--- src/rtl/cast_inject_arbiter.sv ---
// Packet-granular round-robin arbiter feeding one cast_network router local port.
// Optional per-requester packet counters are enabled by defining CAST_INJ_STAT_EN.
module cast_inject_arbiter #(
  parameter int unsigned NREQ = 4,
  parameter int unsigned DW   = 64,
  parameter int unsigned PW   = 2
) (
  input  logic                clk,
  input  logic                rst,
  input  logic [NREQ-1:0]     req_valid,
  input  logic [NREQ*DW-1:0]  req_data,
  output logic [NREQ-1:0]     req_ready,
  output logic                noc_valid,
  output logic [DW-1:0]       noc_data,
  input  logic                noc_ready,
  output logic                busy,
  output logic [PW-1:0]       owner,
  output logic                proto_err
`ifdef CAST_INJ_STAT_EN
  ,
  output logic [NREQ*16-1:0]  pkt_cnt
`endif
);

  localparam logic [1:0] TypeHead   = 2'b01;
  localparam logic [1:0] TypeTail   = 2'b10;
  localparam logic [1:0] TypeSingle = 2'b11;

  typedef enum logic {StIdle, StLock} state_e;

  state_e          state_q, state_d;
  logic [PW-1:0]   rr_ptr_q, rr_ptr_d;
  logic [PW-1:0]   owner_q, owner_d;
  logic            proto_err_q, proto_err_d;
  logic            noc_valid_q, noc_valid_d;
  logic [DW-1:0]   noc_data_q, noc_data_d;

  logic            can_take, push, found;
  logic [PW-1:0]   sel, idx;
  int unsigned     s;
  logic [DW-1:0]   sel_data;
  logic [1:0]      sel_type;
  logic [NREQ-1:0] eligible, stray;

  function automatic logic [PW-1:0] wrap_inc(input logic [PW-1:0] p);
    return (32'(p) == NREQ - 1) ? '0 : p + PW'(1);
  endfunction

  // Head/single carry type bit 0; body/tail do not and may only arrive under a lock.
  always_comb begin
    for (int unsigned i = 0; i < NREQ; i++) begin
      eligible[i] = req_valid[i] && req_data[i*DW + DW - 2];
      stray[i]    = req_valid[i] && !req_data[i*DW + DW - 2];
    end
  end

  always_comb begin
    state_d     = state_q;
    rr_ptr_d    = rr_ptr_q;
    owner_d     = owner_q;
    proto_err_d = proto_err_q;
    noc_valid_d = noc_valid_q;
    noc_data_d  = noc_data_q;
    req_ready   = '0;
    found       = 1'b0;
    sel         = owner_q;
    idx         = '0;
    s           = 0;
    sel_data    = '0;
    can_take    = !noc_valid_q || noc_ready;

    if (state_q == StIdle) begin
      for (int unsigned k = 0; k < NREQ; k++) begin
        s = 32'(rr_ptr_q) + k;
        if (s >= NREQ) s = s - NREQ;
        idx = PW'(s);
        if (!found && eligible[idx]) begin
          found = 1'b1;
          sel   = idx;
        end
      end
    end

    for (int unsigned i = 0; i < NREQ; i++) begin
      if (sel == PW'(i)) sel_data = req_data[i*DW +: DW];
    end
    sel_type = sel_data[DW-1:DW-2];

    if (state_q == StIdle) begin
      if (found) req_ready[sel] = can_take;
      if (|stray) proto_err_d = 1'b1;
    end else begin
      req_ready[sel] = can_take;
      // A fresh head from the owner is still forwarded; only the flag records it.
      if (req_valid[sel] && (sel_type == TypeHead || sel_type == TypeSingle)) begin
        proto_err_d = 1'b1;
      end
    end

    push = |(req_valid & req_ready);

    if (push) begin
      if (state_q == StIdle) begin
        owner_d = sel;
        if (sel_type == TypeSingle) rr_ptr_d = wrap_inc(sel);
        else                        state_d  = StLock;
      end else if (sel_type == TypeTail) begin
        state_d  = StIdle;
        rr_ptr_d = wrap_inc(owner_q);
      end
      noc_valid_d = 1'b1;
      noc_data_d  = sel_data;
    end else if (noc_ready) begin
      noc_valid_d = 1'b0;
    end
  end

  always_ff @(posedge clk or posedge rst) begin
    if (rst) begin
      state_q     <= StIdle;
      rr_ptr_q    <= '0;
      owner_q     <= '0;
      proto_err_q <= 1'b0;
      noc_valid_q <= 1'b0;
      noc_data_q  <= '0;
    end else begin
      state_q     <= state_d;
      rr_ptr_q    <= rr_ptr_d;
      owner_q     <= owner_d;
      proto_err_q <= proto_err_d;
      noc_valid_q <= noc_valid_d;
      noc_data_q  <= noc_data_d;
    end
  end

  assign noc_valid = noc_valid_q;
  assign noc_data  = noc_data_q;
  assign busy      = (state_q == StLock);
  assign owner     = owner_q;
  assign proto_err = proto_err_q;

`ifdef CAST_INJ_STAT_EN
  // Tail and single both carry type bit 1: each marks the end of a packet.
  for (genvar i = 0; i < NREQ; i++) begin : g_stat
    logic [15:0] cnt_q;
    always_ff @(posedge clk or posedge rst) begin
      if (rst) begin
        cnt_q <= '0;
      end else if (req_valid[i] && req_ready[i] && req_data[i*DW + DW - 1]) begin
        cnt_q <= cnt_q + 16'd1;
      end
    end
    assign pkt_cnt[i*16 +: 16] = cnt_q;
  end
`endif

endmodule

--- config.mk ---
export PLATFORM = sky130hd
export DESIGN_NAME = cast_inject_arbiter
export DESIGN_NICKNAME = d
export VERILOG_FILES = /design/src/rtl/cast_inject_arbiter.sv
export SDC_FILE = /design/constraint.sdc
export NUM_CORES = 1
export LEC_CHECK = 0
export BUFFER_PORTS_ARGS = -buffer_cell sky130_fd_sc_hd__buf_2
export CELL_PAD_IN_SITES_DETAIL_PLACEMENT = 0
export CELL_PAD_IN_SITES_GLOBAL_PLACEMENT = 1
export CORE_ASPECT_RATIO = 0.75
export CORE_UTILIZATION = 26
export DETAILED_ROUTE_END_ITERATION = 12
export PLACE_DENSITY_LB_ADDON = 0.1
export REMOVE_ABC_BUFFERS = 1
export SETUP_SLACK_MARGIN = 0.15
export SYNTH_ARGS = -nofsm -noshare
export SYNTH_HDL_FRONTEND = slang
export SYNTH_SLANG_ARGS = --single-unit
--- constraint.sdc ---
create_clock -name clk -period 4.75 [get_ports clk]
set_input_delay 1.1875 -clock clk [delete_from_list [all_inputs] [get_ports clk]]
set_output_delay 1.1875 -clock clk [all_outputs]
set_load 0.01 [all_outputs]
==> results.py <==
metrics = {
    "sta": {
        "worst_slew_pin_slew_ns": 0.902,
        "rsz0062_at_grt": "false",
        "setup_ws_ns": 0.293,
        "hold_violations": 0,
        "whs_ns": 0.515,
        "layout_min_cycle_time_ns": 4.46,
        "setup-tns-final_ns": 0,
        "max_freq_mhz": 224,
        "finalCritPeriodShare_pct": 93.8,
        "skew_ns": 0.00786,
        "finalSetupViolCount": 0,
        "slew_viol_final": 0,
        "relSlewSlack_pct": 39.9,
    },
    "pwr": {
        "p_total_mw": 5.97,
        "pwr-share-clk_pct": 10.3,
        "power_leakage_nw": 3.30,
        "p_seq_share_pct": 19.7,
        "vdd_drop_max_mv": 0.325,
        "p_sw_mw": 2.94,
        "p_per_area_mw_per_mm2": 826,
        "combPwrFrac_pct": 70.0,
        "p_int_mw": 3.04,
        "switching_share_pct": 49.2,
    },
    "worst_setup_path": {
        "reg2regPathDepth": 12,
        "worst_ep_required_time_ns": 3.56,
        "cp.arrival_ns": 3.27,
        "r2r_slack_ns": 0.86,
        "cp-end-kind": "primary output",
        "worst-setup-path-type": "input port to primary output",
        "start_kind": "input port",
        "path_max_fanout": 9,
    },
    "clock_tree": {
        "root_buffer": "clkbuf_16",
        "cts_hold_buf": 0,
        "cts_setup_buffers": 0,
        "htree_levels": 3,
        "insertion_delay_ns": 0.33,
        "cts_tree": "done",
        "clock_sinks": 71,
        "cts-resized-gates": 0,
        "clockBufferDepth": 2,
        "numCtsBuffers": 9,
        "clk_pin_slew_ns": 0.05,
    },
    "logic_synthesis": {
        "postSynthAreaPerCell_um2": 7.82,
        "synth_top_area_cell": "dfrtp_1",
        "syn_inst": 643,
        "yosys_warnings": 0,
        "synth-async-reset-ratio_pct": 100,
        "synth_area_leaders": "dfrtp_1 (35%), a21oi_1 (14%), a221oi_1 (12%)",
        "ys_seq_area_share_pct": 35.3,
        "synth-edff-count": 0,
        "ys_seq_elements": 71,
        "ys.flop_type": "dfrtp_1",
        "synth.distinct_cells": 44,
        "syn_area_mm2": 0.00503,
        "yosys.area.top_type_share_pct": 35.3,
    },
    "job": {
        "maxCapViolations": 0,
    },
    "cells_and_area": {
        "antenna_cells": 0,
        "final_core_util_pct": 38.6,
        "fin_cells": 1193,
        "mostFrequentLayoutCell": "buf_2",
        "area.growth.synth_to_final_pct": 43.8,
        "nets": 1209,
        "drive_gt1_share_pct": 40.4,
        "layout_common_cells": "buf_2 (335), a21oi_1 (138), nor2_1 (76)",
        "stdcell_area_mm2": 0.00723,
    },
    "floorplan": {
        "chipHeight_um": 122,
        "rows": 43,
        "start_util_pct": 26.8,
        "die_x_um": 163,
        "core_mm2": 0.0187,
        "io_pins": 336,
        "die_area_mm2": 0.0199,
    },
    "global_route": {
        "grt_pass1_vias": 5733,
        "grt_pass1_wl_mm": 31.3,
        "grt_max_degree": 61,
        "globalRoute.totalOverflow": 0,
        "track_usage_pct": 20.2,
        "antenna_found_initial": 0,
    },
    "drt": {
        "wl_per_cell_um": 17.5,
        "viasPerCell": 5.01,
        "drtIter0Drc": 280,
        "drt-total-wl_mm": 20.8,
        "vias": 5978,
        "drcViolationCount": 0,
        "dr.pass1.iters": 5,
        "ant_nets": 0,
    },
    "placement": {
        "dp_worst_setup_slack_ns": 0.126,
        "routabilityCongestion": 0.799,
        "port_buffers": 335,
        "dpl_cell_area_mm2": 0.00695,
        "place_inst": 1177,
        "dp_hpwl_mm": 15.7,
    },
    "status": {
        "status": "completed",
    },
    "min_path": {
        "hold_path.class": "register to register",
        "hold_path_depth": 2,
    },
}
[sequential cells by signal (all words and copies together) (netlist names)]
| signal | flops |
|---|---|
| busy | 1 |
| noc_data | 64 |
| noc_valid | 1 |
| owner | 2 |
| proto_err | 1 |
| rr_ptr_q | 2 |
[power by group through the flow]
stage          logic (mW)  registers [mW]  clock network [mW]
6_report             4.18            1.18               0.614
5_1_grt              4.73            1.22               0.661
4_1_cts              4.24            1.18               0.637
3_5_place_dp         4.23            1.18                   0
3_3_place_gp         4.23            1.18                   0
2_1_floorplan        2.60            1.29                   0
[logic make-up after synthesis]
family,after synthesis,share of synthesized area (%)
adder cells (fa/ha/maj),5,1.24
flip-flops,71,35.3
multiplexers,5,1.49
AO/OA/AOI/OAI,247,31.9
AND/OR/NAND/NOR,236,23.4
buffers and inverters,79,6.62
[cell type report]
class	instances	area, um^2
fillers	2044	11500
multi-input cells	493	2980
repair buffers	355	1860
flip-flops and latches	71	1780
well taps	247	309
clock buffers	12	236
inverters	11	42.5
clock inverters	4	22.5
[final timing paths]
kind	startpoint	endpoint
setup / recovery	req_valid[2]	req_ready[0]
hold / removal	noc_data[53]	noc_data[53]
setup reg to reg	rr_ptr_q[0]	rr_ptr_q[0]
hold reg to reg	noc_data[53]	noc_data[53]
max in group asynchronous	rst	noc_data[49]
min in group asynchronous	rst	rr_ptr_q[0]
[cell usage after synthesis, types with 3 or more instances]
cell type	instances
buf_2	17
mux2i_1	3
a21oi_1	138
nor3_1	65
o2111ai_1	4
nor2_1	76
nand2_1	11
a22oi_1	4
and2_1	8
o21ai_0	8
nand3_1	5
clkbuf_1	47
nor2b_1	64
a221oi_1	66
dfrtp_1	71
inv_1	11
ha_1	5
[critical path, stage by stage]
cell	delay, ns
buf_2	0.18
and2_2	0.23
nor2_1	0.07
mux4_2	0.51
a311oi_4	0.36
inv_1	0.16
ha_1	0.29
and2_1	0.15
buf_2	0.13
[metal layers]
| metal | global-route usage (%) | up-vias | wire [um] |
|---|---|---|---|
| li1 | - | 2981 | - |
| met1 | 25.7 | 2765 | 9120 |
| met2 | 33.6 | 224 | 9700 |
| met3 | 6.35 | 8 | 1900 |
| met4 | 3.74 | 0 | 126 |
| met5 | 0 | - | 0 |
(Power assumes the default switching activity.)
